===== config.mk =====
export PLATFORM = sky130hd
export DESIGN_NAME = pe_dual_mode
export DESIGN_NICKNAME = d
export VERILOG_FILES = /design/src/rtl/pe_pkg.sv /design/src/rtl/pe_dot_lanes.sv /design/src/rtl/pe_dual_mode.sv
export SDC_FILE = /design/constraint.sdc
export NUM_CORES = 1
export LEC_CHECK = 0
export ABC_CLOCK_PERIOD_IN_PS = 15600
export CAP_MARGIN = 20
export CORE_ASPECT_RATIO = 0.5
export CORE_UTILIZATION = 30
export CTS_CLUSTER_DIAMETER = 30
export CTS_CLUSTER_SIZE = 8
export DETAILED_ROUTE_END_ITERATION = 10
export PLACE_DENSITY_LB_ADDON = 0.25
export SLEW_MARGIN = 20
export SYNTH_ARGS = -nofsm -noshare
export SYNTH_HDL_FRONTEND = slang
export SYNTH_SLANG_ARGS = --single-unit
export TNS_END_PERCENT = 50

===== constraint.sdc =====
create_clock -name clk -period 15.6 [get_ports clk]
set_input_delay 3.12 -clock clk [delete_from_list [all_inputs] [get_ports clk]]
set_output_delay 3.12 -clock clk [all_outputs]
set_load 0.02 [all_outputs]

===== src/rtl/pe_pkg.sv =====
// pe_pkg: shared mode enum, widened-accumulator sizing and the saturate/truncate helper.
package pe_pkg;
    typedef enum logic {PE_MODE_WS, PE_MODE_OS} pe_mode_e;

    localparam int SAT_W = 64;

    typedef struct packed {
        logic signed [SAT_W-1:0] value;
        logic                    ovf;
    } sat_t;

    function automatic int wide_w(input int accum_w, input int lanes);
        return accum_w + $clog2(lanes) + 1;
    endfunction

    // Range-checks v against a signed width-bit range; the caller keeps the low width bits.
    function automatic sat_t sat_trunc(input logic signed [SAT_W-1:0] v, input int width, input bit clamp);
        logic signed [SAT_W-1:0] mx, mn;
        sat_t r;
        mx = $signed((64'd1 << (width - 1)) - 64'd1);
        mn = ~mx;
        r.ovf = (v > mx) || (v < mn);
        r.value = !clamp ? v : (v > mx) ? mx : (v < mn) ? mn : v;
        return r;
    endfunction
endpackage


===== src/rtl/pe_dot_lanes.sv =====
// pe_dot_lanes: combinational signed LANES-term dot product, full-width products.
module pe_dot_lanes #(
    parameter int LANES         = 1,
    parameter int DATA_WIDTH_IN = 8,
    parameter int OUT_W         = 33
) (
    input  logic [LANES*DATA_WIDTH_IN-1:0] a,
    input  logic [LANES*DATA_WIDTH_IN-1:0] b,
    output logic signed [OUT_W-1:0]        dot
);
    always_comb begin : sum_lanes
        logic signed [OUT_W-1:0] x, y;
        dot = '0;
        for (int i = 0; i < LANES; i++) begin
            x = OUT_W'($signed(a[i*DATA_WIDTH_IN +: DATA_WIDTH_IN]));
            y = OUT_W'($signed(b[i*DATA_WIDTH_IN +: DATA_WIDTH_IN]));
            dot = dot + x * y;
        end
    end
endmodule


===== src/rtl/pe_dual_mode.sv =====
// pe_dual_mode: systolic PE with runtime weight-stationary / output-stationary dataflow,
// LANES-wide dot-product MAC, optional saturation and sticky overflow/collision flags.
module pe_dual_mode
    import pe_pkg::*;
#(
    parameter int ROW_ID               = 0,
    parameter int SYSTOLIC_ARRAY_WIDTH = 16,
    parameter int DATA_WIDTH_IN        = 8,
    parameter int DATA_WIDTH_ACCUM     = 32,
    parameter int LANES                = 1,
    parameter int SATURATE             = 1,
    localparam int IW = $clog2(SYSTOLIC_ARRAY_WIDTH),
    localparam int VW = LANES * DATA_WIDTH_IN
) (
    input  logic                        clk,
    input  logic                        rst,
    input  logic                        pe_enabled,
    input  logic                        pe_mode,
    input  logic                        pe_valid_in,
    input  logic                        pe_switch_in,
    input  logic                        pe_drain_in,
    input  logic [VW-1:0]               pe_input_in,
    input  logic                        pe_accept_w_in,
    input  logic [VW-1:0]               pe_weight_in,
    input  logic [IW-1:0]               pe_index_in,
    input  logic [DATA_WIDTH_ACCUM-1:0] pe_psum_in,
    input  logic                        pe_psum_valid_in,
    output logic [VW-1:0]               pe_input_out,
    output logic                        pe_valid_out,
    output logic                        pe_switch_out,
    output logic                        pe_drain_out,
    output logic [VW-1:0]               pe_weight_out,
    output logic [IW-1:0]               pe_index_out,
    output logic                        pe_accept_w_out,
    output logic [DATA_WIDTH_ACCUM-1:0] pe_psum_out,
    output logic                        pe_psum_valid_out,
    output logic                        pe_overflow,
    output logic                        pe_collision
);
    localparam int WW = wide_w(DATA_WIDTH_ACCUM, LANES);

    pe_mode_e                      mode, prev_mode;
    logic [VW-1:0]                 w_active, w_inactive, a_vec;
    logic [DATA_WIDTH_ACCUM-1:0]   acc, res;
    logic signed [WW-1:0]          dot, psum_x, acc_x, sum;
    sat_t                          sr;
    logic                          mode_chg, eat, fwd, compute, ovf_evt, coll_evt;

    assign mode     = pe_mode_e'(pe_mode);
    assign mode_chg = mode != prev_mode;
    assign a_vec    = (mode == PE_MODE_OS) ? pe_weight_in : w_active;

    pe_dot_lanes #(.LANES(LANES), .DATA_WIDTH_IN(DATA_WIDTH_IN), .OUT_W(WW)) u_dot (
        .a  (a_vec),
        .b  (pe_input_in),
        .dot(dot)
    );

    assign psum_x = {{(WW-DATA_WIDTH_ACCUM){pe_psum_in[DATA_WIDTH_ACCUM-1]}}, pe_psum_in};
    assign acc_x  = {{(WW-DATA_WIDTH_ACCUM){acc[DATA_WIDTH_ACCUM-1]}}, acc};
    // A drain in OS restarts the tile, so the new beat is not added to the old accumulator.
    assign sum = (mode == PE_MODE_OS) ? (pe_drain_in ? dot : acc_x + dot) : psum_x + dot;
    assign sr  = sat_trunc({{(SAT_W-WW){sum[WW-1]}}, sum}, DATA_WIDTH_ACCUM, SATURATE != 0);
    assign res = sr.value[DATA_WIDTH_ACCUM-1:0];

    assign eat      = pe_accept_w_in && (pe_index_in == IW'(ROW_ID));
    assign fwd      = pe_enabled && ((mode == PE_MODE_OS) || (pe_accept_w_in && !eat));
    assign compute  = (mode == PE_MODE_OS) ? (pe_valid_in && pe_accept_w_in) : pe_valid_in;
    assign ovf_evt  = pe_enabled && !mode_chg && compute && sr.ovf;
    assign coll_evt = pe_enabled && !mode_chg && (mode == PE_MODE_OS) && pe_drain_in && pe_psum_valid_in;

    always_ff @(posedge clk or posedge rst) begin
        if (rst) begin
            pe_input_out      <= '0;
            pe_valid_out      <= 1'b0;
            pe_switch_out     <= 1'b0;
            pe_drain_out      <= 1'b0;
            pe_weight_out     <= '0;
            pe_index_out      <= '0;
            pe_accept_w_out   <= 1'b0;
            pe_psum_out       <= '0;
            pe_psum_valid_out <= 1'b0;
            pe_overflow       <= 1'b0;
            pe_collision      <= 1'b0;
            w_active          <= '0;
            w_inactive        <= '0;
            acc               <= '0;
            prev_mode         <= PE_MODE_WS;
        end else begin
            prev_mode       <= mode;
            pe_overflow     <= pe_overflow | ovf_evt;
            pe_collision    <= pe_collision | coll_evt;
            pe_input_out    <= pe_enabled ? pe_input_in : '0;
            pe_valid_out    <= pe_enabled & pe_valid_in;
            pe_switch_out   <= pe_enabled & pe_switch_in;
            pe_drain_out    <= pe_enabled & pe_drain_in;
            pe_weight_out   <= fwd ? pe_weight_in : '0;
            pe_index_out    <= fwd ? pe_index_in : '0;
            pe_accept_w_out <= fwd & pe_accept_w_in;
            if (!pe_enabled || mode_chg) begin
                w_active          <= '0;
                w_inactive        <= '0;
                acc               <= '0;
                pe_psum_out       <= pe_psum_in;
                pe_psum_valid_out <= pe_psum_valid_in;
            end else if (mode == PE_MODE_WS) begin
                if (eat) w_inactive <= pe_weight_in;
                if (pe_switch_in) w_active <= w_inactive;
                pe_psum_out       <= pe_valid_in ? res : pe_psum_in;
                pe_psum_valid_out <= pe_valid_in | pe_psum_valid_in;
            end else if (pe_drain_in) begin
                pe_psum_out       <= acc;
                pe_psum_valid_out <= 1'b1;
                acc               <= compute ? res : '0;
            end else begin
                pe_psum_out       <= pe_psum_in;
                pe_psum_valid_out <= pe_psum_valid_in;
                if (compute) acc <= res;
            end
        end
    end
endmodule


== Yosys cells after proc, flatten, opt, wreduce, memory -nomap -nowiden ==
Index checks and enable logic that the tools add are counted.

* Flip-flop bits (word level): 108
* Output and inout port bits: 59
* Word-level logic and storage cells: 80

* $add $sub $neg: 2
* $mul: 1
* Order comparisons: 2
* Equality and inequality tests: 2
* Muxes and demuxes: 27
* Bitwise logic cells: 7
* Reductions and logical operators: 24

{| class="wikitable"
|+ Operator list
! cell !! number
|-
| $mux 32 || 11
|-
| $mux 8 || 9
|-
| $add 32x16->33 || 2
|-
| $mux 33 || 2
|-
| $gt 33x32->1 const B || 1
|-
| $lt 33x32->1 const B || 1
|-
| $mul 8x8->16 || 1
|-
| $logic_and 1x1->1 || 10
|-
| $reduce_and 2->1 || 3
|-
| $reduce_bool 2->1 || 3
|-
| $and 1x1->1 || 4
|-
| $logic_not 4->1 || 1
|-
| $mux 1 || 4
|-
| $mux 4 || 1
|-
| $logic_not 1->1 || 3
|-
| $logic_or 1x1->1 || 3
|-
| $or 1x1->1 || 3
|-
| $reduce_bool 3->1 || 1
|-
| $ne 2x1->1 const B || 1
|-
| $ne 1x1->1 || 1
|}

== Depth between registers and ports, before layout ==
* Word-level depth: 12
* Mapped depth: 34
* Mapped depth without buffers: 28

== Modules after synthesis ==
Synthesis repeated with hierarchy kept, for this count alone.

* Cell total of the unflattened synthesis: 1417
* Area, all modules: 11986.5 um2

{| class="wikitable"
|+ By module, submodules not included
! module !! instances !! cells each !! area each (um2) !! seq. area each (um2)
|-
| pe_dual_mode || 1 || 1112 || 9327.7 || 2702.6
|-
| pe_dot_lanes || 1 || 305 || 2658.8 || 0.0
|}

== Least setup slack after synthesis ==
Ideal clock, no wire load.

* Path type: input to register
* From: input pe_mode
* To: register acc[26]
* Library setup time: 124 ps
* Data arrival time: 12447 ps
* Required time: 15476 ps
* Slack: 3029 ps
* Stages on the path: 33
* Cells stage by stage: clkbuf_1 -> clkbuf_1 -> clkbuf_1 -> buf_1 -> mux2i_1 -> nor2b_1 -> fa_1 -> inv_1 -> fa_1 -> inv_1 -> fa_1 -> inv_1 -> fa_1 -> inv_1 -> ha_1 -> and4_1 -> nand2_1 -> o21ai_1 -> o41ai_4 -> xnor2_1 -> ha_1 -> a211oi_1 -> o21bai_1 -> a311o_1 -> o21ai_0 -> a21bo_2 -> a41oi_2 -> mux2i_1 -> and2_1 -> buf_6 -> buf_6 -> o22ai_1 -> a211o_1

* Longest elaborated chain between the ends: 12

{| class="wikitable"
|+ Ends and longest elaborated chain
! element !! line !! text
|-
| start, declared || pe_dual_mode.sv:18 || <nowiki>input logic pe_mode,</nowiki>
|-
| $mux 8 || pe_dual_mode.sv:51 || <nowiki>assign a_vec = (mode == PE_MODE_OS) ? pe_weight_in : w_active;</nowiki>
|-
| $mul 8x8->16 || pe_dot_lanes.sv:17 || <nowiki>dot = dot + x * y;</nowiki>
|-
| $add 32x16->33 || pe_dual_mode.sv:62 || <nowiki>assign sum = (mode == PE_MODE_OS) ? (pe_drain_in ? dot : acc_x + dot) : psum_x + dot;</nowiki>
|-
| $mux 33 (2 in a row) || pe_dual_mode.sv:62 ||
|-
| $lt 33x32->1 || pe_pkg.sv:23 || <nowiki>r.value = !clamp ? v : (v > mx) ? mx : (v < mn) ? mn : v;</nowiki>
|-
| $mux 32 (2 in a row) || pe_pkg.sv:23 ||
|-
| $mux 32 (on tied branches) || pe_dual_mode.sv:118, pe_dual_mode.sv:114 ||
|-
| $mux 32 || pe_dual_mode.sv:111 || <nowiki>end else if (pe_drain_in) begin</nowiki>
|-
| $mux 32 || pe_dual_mode.sv:106 || <nowiki>end else if (mode == PE_MODE_WS) begin</nowiki>
|-
| $mux 32 || pe_dual_mode.sv:100 || <nowiki>if (!pe_enabled || mode_chg) begin</nowiki>
|-
| end signal, assigned || pe_dual_mode.sv:114 || <nowiki>acc <= compute ? res : '0;</nowiki>
|-
| end signal, assigned || pe_dual_mode.sv:118 || <nowiki>if (compute) acc <= res;</nowiki>
|-
| end, declared || pe_dual_mode.sv:44 || <nowiki>logic [DATA_WIDTH_ACCUM-1:0] acc, res;</nowiki>
|}

Several ways; a longest one is shown, not always the timed one. The select of a mux whose other input is x is not followed.
A chain may end at the register's enable or synchronous reset.

== Final worst setup path ==
* From: input pe_mode
* To: register pe_psum_out[7]

* Longest elaborated chain between the ends: 11

{| class="wikitable"
|+ Ends and longest elaborated chain
! element !! line !! text
|-
| $mux 8 || pe_dual_mode.sv:51 ||
|-
| $mul 8x8->16 || pe_dot_lanes.sv:17 ||
|-
| $add 32x16->33 || pe_dual_mode.sv:62 ||
|-
| $mux 33 (2 in a row) || pe_dual_mode.sv:62 ||
|-
| $lt 33x32->1 || pe_pkg.sv:23 ||
|-
| $mux 32 (2 in a row) || pe_pkg.sv:23 ||
|-
| $mux 32 || pe_dual_mode.sv:109 || <nowiki>pe_psum_out <= pe_valid_in ? res : pe_psum_in;</nowiki>
|-
| $mux 32 || pe_dual_mode.sv:106 ||
|-
| $mux 32 (*) || pe_dual_mode.sv:100 ||
|-
| end signal, assigned || pe_dual_mode.sv:104 || <nowiki>pe_psum_out <= pe_psum_in;</nowiki>
|-
| end signal, assigned || pe_dual_mode.sv:109 ||
|-
| end signal, assigned || pe_dual_mode.sv:116 || <nowiki>pe_psum_out <= pe_psum_in;</nowiki>
|-
| end, declared || pe_dual_mode.sv:35 || <nowiki>output logic [DATA_WIDTH_ACCUM-1:0] pe_psum_out,</nowiki>
|}

Every way passes the cells marked *; elsewhere a longest branch is shown, timed or not.

==> impl_metrics.toml <==
[worst_setup_path]
worstPathArrival_ns = 12.51
cp_slowest_cell = "mux2i_1"
r2r_start = "w_active[6]"
criticalPathCategory = "primary input to flip-flop"
regToRegSetupSlack_ns = 6.48
r2r_end = "pe_psum_out[7]"
slowest_delay_ns = 0.71
crit_path_start_kind = "primary input"
end_kind = "flip-flop"
required_ns = 15.85
ff2ff_path_depth = 28
cp_max_fo = 37

[floorplan]
die_w_um = 274
core_area_sq_um = 36200
die_h_um = 138
pin_count = 120
num_rows = 49
dieArea_sq_um = 37900
start_util_pct = 30.7

[sta]
finalHoldViolCount = 0
slew_viol_final = 0
tightest_slew_ns = 0.953
post-route-period-util_pct = 78.6
setup_violations = 0
fmax_mhz = 81.6
fin_crit_ns = 12.26
rsz0062_at_grt = "false"
relSlewSlack_pct = 36.5
tns_ns = 0
skew_ns = 0.0117
setup_ws_ns = 3.34

[drt]
drt-pass1-iter-count = 8
drcViolationCount = 2
drtIter0Drc = 850
wirelength_um = 35900
vias = 10000
antenna_left = 0
wl_per_cell_um = 19.3
via_per_inst = 5.38

[logic_synthesis]
yosys_warnings = 0
synth_edf_count = 0
yosysTopAreaCellShare_pct = 24.3
syn_nets = 1484
ys_types = 71
ys_seq_elements = 108
async_flop_share_pct = 100
syn_inst = 1272
synth_flop_cell = "dfrtp_1"
ys_seq_area_share_pct = 24.3
ys_top_cells_by_area = "dfrtp_1 24%, ha_1 11%, fa_1 10%"
netlist_area_sq_um = 11100
avgSynthCellArea_sq_um = 8.74
yosys.area.top_type = "dfrtp_1"

[power]
leakage_nw = 5.92
max-vdd-ir-drop_v = 0.000161
p_per_area_nw_per_um2 = 221

[clocking]
cts_tree = "yes"
clkTransAtPathRegs_ns = 0.08
clk_latency_ns = 0.38
htree_levels = 3
cts_resized = 0
numClockSinks = 108
post_cts_buffers = 0
cts_made_buffers = 9
clock_path_buffers = 2
root_buffer = "clkbuf_16"
postCtsHoldBufs = 0

[place]
dp_hpwl_um = 27000
pre_cts_ws_ns = 3.06
port_buffers = 119
place_congestion = 0.938

[global_route]
grt_pass1_wl_um = 56900
grt_max_degree = 65
grt_pass1_vias = 10200
grt_usage_pct = 19.2
antenna_found_initial = 1
overflow = 0

[finish]
drive_gt1_share_pct = 6.17
n_antenna_cell = 0
layout_commonest_cell = "clkdlybuf4s50_1"
syn2layout_area_growth_pct = 18.4
fillers = 3673
fin_nets = 1584
final_cell_mix = "117 x clkdlybuf4s50_1, 108 x dfrtp_1, 103 x inv_1"

[run_status]
violations = "DRC"
outcome = "finished, violations left"

[worst_hold_path]
hold_path_startpoint = "pe_collision"
hold_class = "flip-flop to flip-flop"
hold_depth = 1
holdPathEnd = "pe_collision"

[flow_run]
maxCapViolCount = 0
[per-layer routing]
layer	vias to the layer above	part of all wire (%)	track usage (%)
met4	0	2.4	6.02
met2	280	47	31.9
met5	-	0	0
li1	4717	-	-
met1	4964	45	25.6
met3	51	5.2	2.81
[report_power, final]
group | switching (W) | internal (W)
Combinational | 0.00143 | 0.000888
Sequential | 0.0000151 | 0.000305
Clock | 0.000120 | 0.000147
Total | 0.00157 | 0.00134
[logic make-up after synthesis]
group,count (synthesis),share of synthesized area (%)
adders and majority gates,168,22.5
xor gates and xnor gates,67,5.28
DFF,108,24.3
and+or+nand+nor,335,15.0
buffers and inverters,152,5.45
muxes,31,2.81
AOI/OAI and AO/OA,411,24.6
[metrics by stage]
step	area [sq um]	hold slack (ns)	util (%)	instances	total power, W
floorplan	11100	0.469	-	1272	0.00205
global placement	12800	0.457	35.4	1844	0.00259
detailed placement	12800	0.465	35.4	1845	0.00260
CTS	13200	0.482	36.3	1861	0.00289
global route	13200	0.515	36.3	1861	0.00315
finish	13200	0.477	36.3	1861	0.00291
[Yosys cell counts (all sizes together) (11+ instances only)]
| master | n |
|---|---|
| nand2 | 98 |
| a21oi | 101 |
| mux2i | 29 |
| ha | 94 |
| a31oi | 11 |
| nor2 | 70 |
| o21ai | 102 |
| clkbuf | 37 |
| a21o | 28 |
| fa | 57 |
| o211ai | 16 |
| a22o | 12 |
| and2 | 43 |
| dfrtp | 108 |
| o22ai | 26 |
| xor2 | 26 |
| nand3 | 16 |
| nand2b | 17 |
| xnor2 | 41 |
| o21bai | 12 |
| o21a | 17 |
| inv | 104 |
| maj3 | 17 |
| nor2b | 48 |
[registers in the layout, summed over array words and instances, names as in the netlist]
name / cells
pe_weight_out: 8
w_inactive: 8
pe_valid_out: 1
w_active: 8
pe_drain_out: 1
acc: 32
prev_mode: 1
pe_collision: 1
pe_overflow: 1
pe_accept_w_out: 1
pe_psum_out: 32
pe_switch_out: 1
pe_input_out: 8
pe_psum_valid_out: 1
pe_index_out: 4
[final cells by class]
| cell class | count | area [sq um] | share of cell area [%] |
|---|---|---|---|
| multi-input cells | 1012 | 7830 | 59.4 |
| flip-flops and latches | 108 | 2700 | 20.5 |
| repair buffers | 136 | 1310 | 9.92 |
| well taps | 484 | 606 | 4.60 |
| inverters | 105 | 397 | 3.01 |
| clock buffers | 10 | 239 | 1.82 |
| clock inverters | 6 | 91.3 | 0.694 |
[worst max-delay path by stage]
stage	from	to	slack [ns]	depth (start not counted)
after floorplan	pe_mode	acc[26]	3.03	33
after detailed placement	pe_mode	pe_psum_out[7]	3.06	30
after global placement	pe_mode	pe_psum_out[7]	3.21	30
final	pe_mode	pe_psum_out[7]	3.34	30
after global routing	pe_mode	pe_psum_out[7]	2.95	30
after CTS	pe_mode	pe_psum_out[7]	3.45	30
[critical path: cells and delay by family]
kind	cells	cell delay [ns]
adder cells (fa/ha/maj)	6	2.75
AO/OA/AOI/OAI	11	2.83
multiplexers	2	1.29
buffers and inverters	7	1.26
XOR/XNOR	1	0.16
AND/OR/NAND/NOR	3	1.03
Note: power is estimated with default switching activity, not from simulation.
